**config.mk**
```make
export PLATFORM = sky130hd
export DESIGN_NAME = column_pixel_responder
export DESIGN_NICKNAME = d
export VERILOG_FILES = /design/src/rtl/heatmap_pkg.sv /design/src/rtl/M10K_512_8.sv /design/src/rtl/column_pixel_responder.sv
export SDC_FILE = /design/constraint.sdc
export NUM_CORES = 2
export LEC_CHECK = 0
export ABC_AREA = 1
export CAP_MARGIN = 40
export CELL_PAD_IN_SITES_DETAIL_PLACEMENT = 0
export CELL_PAD_IN_SITES_GLOBAL_PLACEMENT = 1
export CORE_ASPECT_RATIO = 0.8
export CORE_MARGIN = 4
export CORE_UTILIZATION = 30
export DETAILED_ROUTE_END_ITERATION = 16
export PLACE_DENSITY_LB_ADDON = 0.2
export SKIP_CTS_REPAIR_TIMING = 1
export SLEW_MARGIN = 25
export SYNTH_ARGS = -nofsm -noshare
export SYNTH_HDL_FRONTEND = slang
export SYNTH_SLANG_ARGS = --single-unit
```
**constraint.sdc**
```tcl
create_clock -name clock -period 14.5 [get_ports clock]
set_input_delay 2.175 -clock clock [delete_from_list [all_inputs] [get_ports clock]]
set_output_delay 2.175 -clock clock [all_outputs]
set_load 0.1 [all_outputs]
```
**src/rtl/heatmap_pkg.sv**
```systemverilog
// Shared constants for the heat-map plotter and its per-column responders.
package heatmap_pkg;

  localparam int unsigned ROWS   = 480;
  localparam int unsigned COLS   = 64;
  localparam int unsigned ROW_W  = 10;
  localparam int unsigned PIX_W  = 8;
  localparam int unsigned ADDR_W = 9;

  localparam logic [PIX_W-1:0] CLEAR_VAL = 8'h00;

  localparam logic [1:0] ST_IDLE  = 2'd0;
  localparam logic [1:0] ST_WRITE = 2'd1;
  localparam logic [1:0] ST_ACK   = 2'd2;
  localparam logic [1:0] ST_CLEAR = 2'd3;

  typedef struct packed {
    logic [ROW_W-1:0] row;
    logic [PIX_W-1:0] color;
  } pix_req_t;

endpackage

```
**src/rtl/M10K_512_8.sv**
```systemverilog
// Simple dual-port 512x8 column buffer with registered read; same-address
// read during write returns the old contents.
module M10K_512_8
  import heatmap_pkg::*;
(
  input  logic              clock,
  input  logic              we,
  input  logic [ADDR_W-1:0] waddr,
  input  logic [PIX_W-1:0]  wdata,
  input  logic [ADDR_W-1:0] raddr,
  output logic [PIX_W-1:0]  q
);

  logic [PIX_W-1:0] mem [512];

  always_ff @(posedge clock) begin
    if (we) begin
      mem[waddr] <= wdata;
    end
    q <= mem[raddr];
  end

endmodule

```
**src/rtl/column_pixel_responder.sv**
```systemverilog
// One screen column: accepts plotter pixel writes over a sel/ret handshake,
// blanks the column on request, and serves a pipelined VGA read port.
module column_pixel_responder
  import heatmap_pkg::*;
(
  input  logic             clock,
  input  logic             reset,
  input  logic             sel,
  input  logic [ROW_W-1:0] row,
  input  logic [PIX_W-1:0] color,
  output logic             ret,
  input  logic             clear_req,
  output logic             busy,
  input  logic             vga_rd_en,
  input  logic [ROW_W-1:0] vga_row,
  output logic [PIX_W-1:0] vga_pixel,
  output logic             vga_valid
);

  logic [1:0]       state_q, state_d;
  logic             ret_q, ret_d;
  logic             busy_q, busy_d;
  logic             pend_q, pend_d;
  logic [ROW_W-1:0] cnt_q, cnt_d;
  pix_req_t         req_q, req_d;

  logic              we_c;
  logic [ADDR_W-1:0] waddr_c;
  logic [PIX_W-1:0]  wdata_c;
  logic [PIX_W-1:0]  mem_q;

  logic             rd1_q, rd1_d;
  logic             oor1_q, oor1_d;
  logic             vga_valid_q, vga_valid_d;
  logic [PIX_W-1:0] vga_pixel_q, vga_pixel_d;

  // Handshake / clear sequencer; the write port is shared by WRITE and CLEAR.
  always_comb begin
    state_d = state_q;
    ret_d   = ret_q;
    busy_d  = busy_q;
    pend_d  = pend_q;
    cnt_d   = cnt_q;
    req_d   = req_q;
    we_c    = 1'b0;
    waddr_c = '0;
    wdata_c = '0;
    case (state_q)
      ST_IDLE: begin
        if (clear_req || pend_q) begin
          state_d = ST_CLEAR;
          cnt_d   = '0;
          busy_d  = 1'b1;
          pend_d  = 1'b0;
        end else if (sel) begin
          req_d.row   = row;
          req_d.color = color;
          state_d     = ST_WRITE;
        end
      end
      ST_WRITE: begin
        if (clear_req) pend_d = 1'b1;
        // Out-of-range rows are dropped but still acknowledged.
        we_c    = (req_q.row < ROW_W'(ROWS));
        waddr_c = req_q.row[ADDR_W-1:0];
        wdata_c = req_q.color;
        ret_d   = 1'b1;
        state_d = ST_ACK;
      end
      ST_ACK: begin
        if (clear_req) pend_d = 1'b1;
        if (!sel) begin
          ret_d   = 1'b0;
          state_d = ST_IDLE;
        end
      end
      ST_CLEAR: begin
        we_c    = 1'b1;
        waddr_c = cnt_q[ADDR_W-1:0];
        wdata_c = CLEAR_VAL;
        cnt_d   = cnt_q + ROW_W'(1);
        if (cnt_q == ROW_W'(ROWS - 1)) begin
          busy_d  = 1'b0;
          state_d = ST_IDLE;
        end
      end
      default: begin
        state_d = ST_IDLE;
        ret_d   = 1'b0;
        busy_d  = 1'b0;
      end
    endcase
  end

  // Two-stage VGA read: RAM output register, then range-masked output register.
  always_comb begin
    rd1_d       = vga_rd_en;
    oor1_d      = (vga_row >= ROW_W'(ROWS));
    vga_valid_d = rd1_q;
    vga_pixel_d = (rd1_q && !oor1_q) ? mem_q : '0;
  end

  always_ff @(posedge clock) begin
    if (reset) begin
      state_q     <= ST_IDLE;
      ret_q       <= 1'b0;
      busy_q      <= 1'b0;
      pend_q      <= 1'b0;
      cnt_q       <= '0;
      req_q       <= '0;
      rd1_q       <= 1'b0;
      oor1_q      <= 1'b0;
      vga_valid_q <= 1'b0;
      vga_pixel_q <= '0;
    end else begin
      state_q     <= state_d;
      ret_q       <= ret_d;
      busy_q      <= busy_d;
      pend_q      <= pend_d;
      cnt_q       <= cnt_d;
      req_q       <= req_d;
      rd1_q       <= rd1_d;
      oor1_q      <= oor1_d;
      vga_valid_q <= vga_valid_d;
      vga_pixel_q <= vga_pixel_d;
    end
  end

  M10K_512_8 u_mem (
    .clock (clock),
    .we    (we_c),
    .waddr (waddr_c),
    .wdata (wdata_c),
    .raddr (vga_row[ADDR_W-1:0]),
    .q     (mem_q)
  );

  assign ret       = ret_q;
  assign busy      = busy_q;
  assign vga_pixel = vga_pixel_q;
  assign vga_valid = vga_valid_q;

endmodule

```
=== Word-level counts from Yosys, hierarchy flattened ===
Memory sizes are Yosys's and may differ from the RTL's. A register that Yosys moved wholly into a read port is not among the register bits.
Index checks and enable logic that the tools add are counted.

* Bits in registers: 44
* Bits in writable memories: 4,096
* Input port bits: 33
* Word-level logic and storage cells: 61
* Memories: 1

{| class="wikitable"
|+ Memories
! name !! words !! width !! read ports !! clocked after Yosys merged registers in !! write ports !! RTL line !! RTL
|-
| u_mem.mem || 512 || 8 || 1 || 1 || 1 || M10K_512_8.sv:14 || <nowiki>logic [PIX_W-1:0] mem [512];</nowiki>
|}

* Add/sub/neg operators: 1
* Magnitude comparators: 2
* Eq/ne operators: 9
* Multiplexer cells: 20
* Bitwise gates (word level): 2
* Reductions and logical operators: 15

{| class="wikitable"
|+ Operators by type and width
! kind !! count
|-
| one-hot mux 10 bit (2 select lines) || 1
|-
| one-hot mux 9 bit (2 select lines) || 1
|-
| AND reduction 3 bit || 4
|-
| adder 10 x 1 -> 10 bit, second input constant || 1
|-
| equality test 10 x 9 -> 1 bit, second input constant || 1
|-
| greater-or-equal comparator 10 x 9 -> 1 bit, second input constant || 1
|-
| < comparator 10 x 9 -> 1 bit, second input constant || 1
|-
| two-way mux 10 bit || 1
|-
| two-way mux 2 bit || 4
|-
| two-way mux 8 bit || 1
|-
| one-hot mux 1 bit (2 select lines) || 4
|-
| one-hot mux 2 bit (4 select lines) || 1
|-
| two-way mux 1 bit || 7
|-
| inequality test 2 bit, second input constant || 3
|-
| nonzero test 2 bit || 3
|-
| equality test 2 bit, second input constant || 2
|-
| AND reduction 2 bit || 2
|-
| OR reduction 2 bit || 2
|-
| inequality test 3 bit, second input constant || 1
|-
| equality test 2 x 1 -> 1 bit, second input constant || 1
|-
| zero test 2 bit || 1
|-
| inequality test 2 x 1 -> 1 bit, second input constant || 1
|-
| inverter 1 bit || 2
|-
| logical AND 1 bit || 1
|-
| 2 further kinds || 2
|}

=== Longest topological paths before layout ===
* Word-level depth: 4
* Mapped depth: 17
* Depth with buffers taken out: 13

=== Hierarchy ===
From an unflattened synthesis, not the netlist that was laid out.

* Cell total of the unflattened synthesis: 14,161
* Area, all modules: 168,655.5 µm²

{| class="wikitable"
|+ Modules (own cells, without submodules)
! module !! instances !! cells an instance !! area each (µm²)
|-
| M10K_512_8 || 1 || 13,891 || 166,728.7
|-
| column_pixel_responder || 1 || 270 || 1,926.8
|}

=== Worst setup path after synthesis ===
Ideal clock, no wire load.

* Path type: flip-flop to flip-flop
* From: register state_q[1]
* To: memory u_mem.mem[0][0] (data pin)
* Setup time: 1.346 ns
* Arrival time: 6.187 ns
* Required time: 13.154 ns
* Path slack: 6.967 ns
* Stages on the path, launching flop included: 6
* Buffers on the path: 1
* Clock period less this slack: 7.533 ns
* Path through: dfxtp_1 > inv_1 > ha_1 > buf_6 > nand2_1 > inv_1

* Word-level cells in the longest chain between the ends: 2

{| class="wikitable"
|+ Ends and longest elaborated chain
! element !! RTL line !! RTL
|-
| start, declared || column_pixel_responder.sv:20 || <nowiki>logic [1:0] state_q, state_d;</nowiki>
|-
| start signal, assigned || column_pixel_responder.sv:116 || <nowiki>state_q <= state_d;</nowiki>
|-
| equality test 2 x 1 -> 1 bit || column_pixel_responder.sv:48 || <nowiki>case (state_q)</nowiki>
|-
| two-way mux 8 bit || column_pixel_responder.sv:48 ||
|-
| net u_mem.wdata[0] || M10K_512_8.sv:9 || <nowiki>input logic [PIX_W-1:0] wdata,</nowiki>
|-
| end, declared || M10K_512_8.sv:14 ||
|}

The timed path passes the listed nets, and every way through them passes these cells.

==> flow_metrics.tcl <==
set metrics [dict create \
    io-pin-count 44 \
    power_density_nw_per_um2 136.0 \
    drt_wl_total_um 552300 \
    avgViaCountPerCell 4.971 \
    final_net_count 14197 \
    syn_inst 14154 \
    hold_path.class "reg2reg" \
    min_period_over_period 0.4294 \
    drc 0 \
    drt_first_pass_iters 6 \
    rsz0062_at_grt "false" \
    grt_pass1_vias 102919 \
    post_route_cells_drive_above_1_share 0.08630 \
    wl_per_cell_um 25.16 \
    clockBufferDepth 4 \
    num_vias 109113 \
    numPortBuffers 43 \
    ys_seq_elements 4148 \
    finalCriticalPeriod_ns 6.226 \
    setup_violations 0 \
    cp.arrival_ns 7.18 \
    syn_to_final_growth_pct 14.64 \
    place_ws_ns 7.337 \
    drtIter0Drc 10978 \
    grt_use_total 0.1862 \
    grt_pass1_wl_um 791500 \
    die-area_um2 572500 \
    slew-limit-headroom 0.3053 \
    dp_hpwl_um 311400 \
    grt_max_degree 181 \
    core_area_um2 557600 \
    syn_area_um2 168100 \
    place.gp.congestion 0.7845 \
    clk-insertion-delay-late_ns 1.05 \
    path_clk_slew_ns 0.06 \
    synth_nets 14193 \
    status "completed" \
    antenna_left 0 \
    syn_avg_cell_area_um2 11.88 \
    die_width_um 844.9 \
    cts_tree "built" \
    p_leak_nw 66.10 \
    maxSlewViolCount 0 \
    drv_cap 0 \
    setup-tns-final_ns 0 \
    ys_seq_area_frac 0.7378 \
    synth_cell_types 34 \
    cts_root_buffer "clkbuf_16" \
    initial_core_util 0.3015 \
    cts_inserted_buffers 442 \
    cp_max_fo 159 \
    endpoint_kind "flip-flop" \
    htreeDepth 5 \
    crit_path_start_kind "input pin" \
    antenna_found_initial 32 \
    dieHeight_um 677.6 \
    cts_sinks 4148 \
    crit_type "in2reg" \
    vdd_ir_drop_max_mv 0.09803 \
    skew_ns 0.06418 \
    setup_slack_ns 8.274 \
    crit_required_ns 15.45 \
    yosysWarnings 0 \
    rows 245 \
    worst_pin_slew_ns 1.042 \
    gr-total-overflow 0 \
    fmax_mhz 160.6 \
    hold_violations 0 \
]
[metrics by stage]
stage	instances	utilization	total power, mW	area (um^2)	hold slack, ns
floorplan	14154	-	14.54	168100	0.3936
global placement	20824	0.3147	15.25	175500	0.4208
detailed placement	20988	0.3184	15.28	177600	0.4148
CTS	21805	0.3436	26.48	191600	0.4146
global route	21943	0.3456	27.10	192700	0.4329
finish	21951	0.3456	26.21	192700	0.4254
[cell usage after synthesis]
cell | instances | area share
nor3_1 | 5 | 0.00015
nor3_2 | 3 | 0.00018
buf_6 | 29 | 0.0019
o31ai_1 | 2 | 0.000089
nor2_8 | 3 | 0.00036
o31ai_2 | 2 | 0.00015
buf_2 | 399 | 0.012
nand2_4 | 28 | 0.0019
a31oi_1 | 2 | 0.000074
inv_1 | 65 | 0.0015
clkbuf_1 | 363 | 0.0081
nor2_1 | 500 | 0.011
buf_1 | 194 | 0.0043
nand2_2 | 1 | 0.000037
o31ai_4 | 3 | 0.00038
o22ai_1 | 2 | 0.000074
buf_4 | 5 | 0.00022
nor2_2 | 37 | 0.0014
edfxtp_1 | 4096 | 0.73
dfxtp_1 | 52 | 0.0062
nand4_1 | 2 | 0.000074
a21oi_2 | 1 | 0.000052
a211oi_1 | 2 | 0.000089
a21oi_1 | 33 | 0.00098
nor2_4 | 10 | 0.00067
inv_6 | 2 | 0.00010
nand3_1 | 4068 | 0.12
nand2_1 | 4209 | 0.094
clkinv_1 | 2 | 0.000045
ha_1 | 6 | 0.00045
inv_2 | 7 | 0.00016
o21ai_0 | 19 | 0.00057
or2_2 | 1 | 0.000037
o21ai_1 | 1 | 0.000030
[where the power goes]
group          internal [mW]  leakage (nW)  switching, mW
Sequential              13.2          35.3         0.0161
Clock                   6.31          6.84           4.89
Combinational          0.401          24.0           1.40
Total                   19.9          66.1           6.31
[worst max-delay path, cell delays in order]
cell,delay (ns)
buf_16,0.20
buf_12,0.50
buf_12,0.57
buf_4,0.60
buf_12,0.50
nand2_1,0.12
nand3_1,0.12
nand3_1,0.10
nand3_1,0.14
nand3_1,0.14
nand3_1,0.31
nand3_1,0.26
nand2_1,0.26
nand2_1,0.14
nand2_1,0.15
inv_1,0.09
nand2_1,0.07
[routing by layer]
| layer | routed length, um | GRT usage |
|---|---|---|
| met1 | 271200 | 0.2936 |
| met2 | 237800 | 0.2718 |
| met4 | 10370 | 0.03666 |
| met3 | 32990 | 0.02514 |
| met5 | 0 | 0 |
[state kept, by name, indices dropped and copies added (netlist names)]
| name | flops |
|---|---|
| req_q | 18 |
| vga_pixel | 8 |
| vga_valid | 1 |
| state_q | 2 |
| pend_q | 1 |
| cnt_q | 10 |
| rd1_q | 1 |
| ret | 1 |
| busy | 1 |
| u_mem.q | 8 |
| u_mem.mem | 4096 |
| oor1_q | 1 |
[worst paths after layout]
check / startpoint / to / slack [ns] / cells after the start
worst max-delay path: vga_row[0] / u_mem.q[3] / 8.27 / 17
worst min-delay path: u_mem.q[5] / vga_pixel[5] / 0.43 / 2
worst max register to register: state_q[1] / u_mem.mem[273][3] / 9.63 / 9
worst min register to register: u_mem.q[5] / vga_pixel[5] / 0.43 / 2
[logic make-up after synthesis]
logic type | share of synthesized area
AND/OR/NAND/NOR | 0.2310
flip-flops | 0.7378
buffers and inverters | 0.02824
AO/OA/AOI/OAI | 0.002486
adder cells (fa/ha/maj) | 0.0004465
[cell usage in the layout, fill, tap and decap left out, types with 3 or more instances in the layout]
master	n
nor2_2	48
buf_8	13
clkinvlp_4	10
nand2_4	43
edfxtp_1	4096
clkinv_16	5
o31ai_4	3
nand2_1	4193
o21ai_0	19
clkinv_2	82
inv_1	55
clkbuf_1	95
clkinv_1	122
ha_1	6
inv_2	3
buf_2	3
nor3_2	4
a21oi_1	33
bufinv_16	37
nor2_4	10
inv_8	12
buf_12	45
clkbuf_8	5
nand3_1	4068
diode_2	10
nor2_8	3
dfxtp_1	52
nor2_1	489
buf_4	404
clkinv_8	7
clkbuf_4	17
clkdlybuf4s50_1	35
buf_16	31
inv_6	11
clkbuf_16	446
nor3_1	4
[layout make-up]
cell class              instances  area (um^2)
inverters                      76        391.6
well taps                    7410         9271
clock buffers                 546        11590
flip-flops and latches       4148       124000
diodes                         10        25.02
clock inverters               271         2425
repair buffers                550         5498
fillers                     54988       364900
multi-input cells            8940        39500
Note: power is estimated with default switching activity, not from simulation.
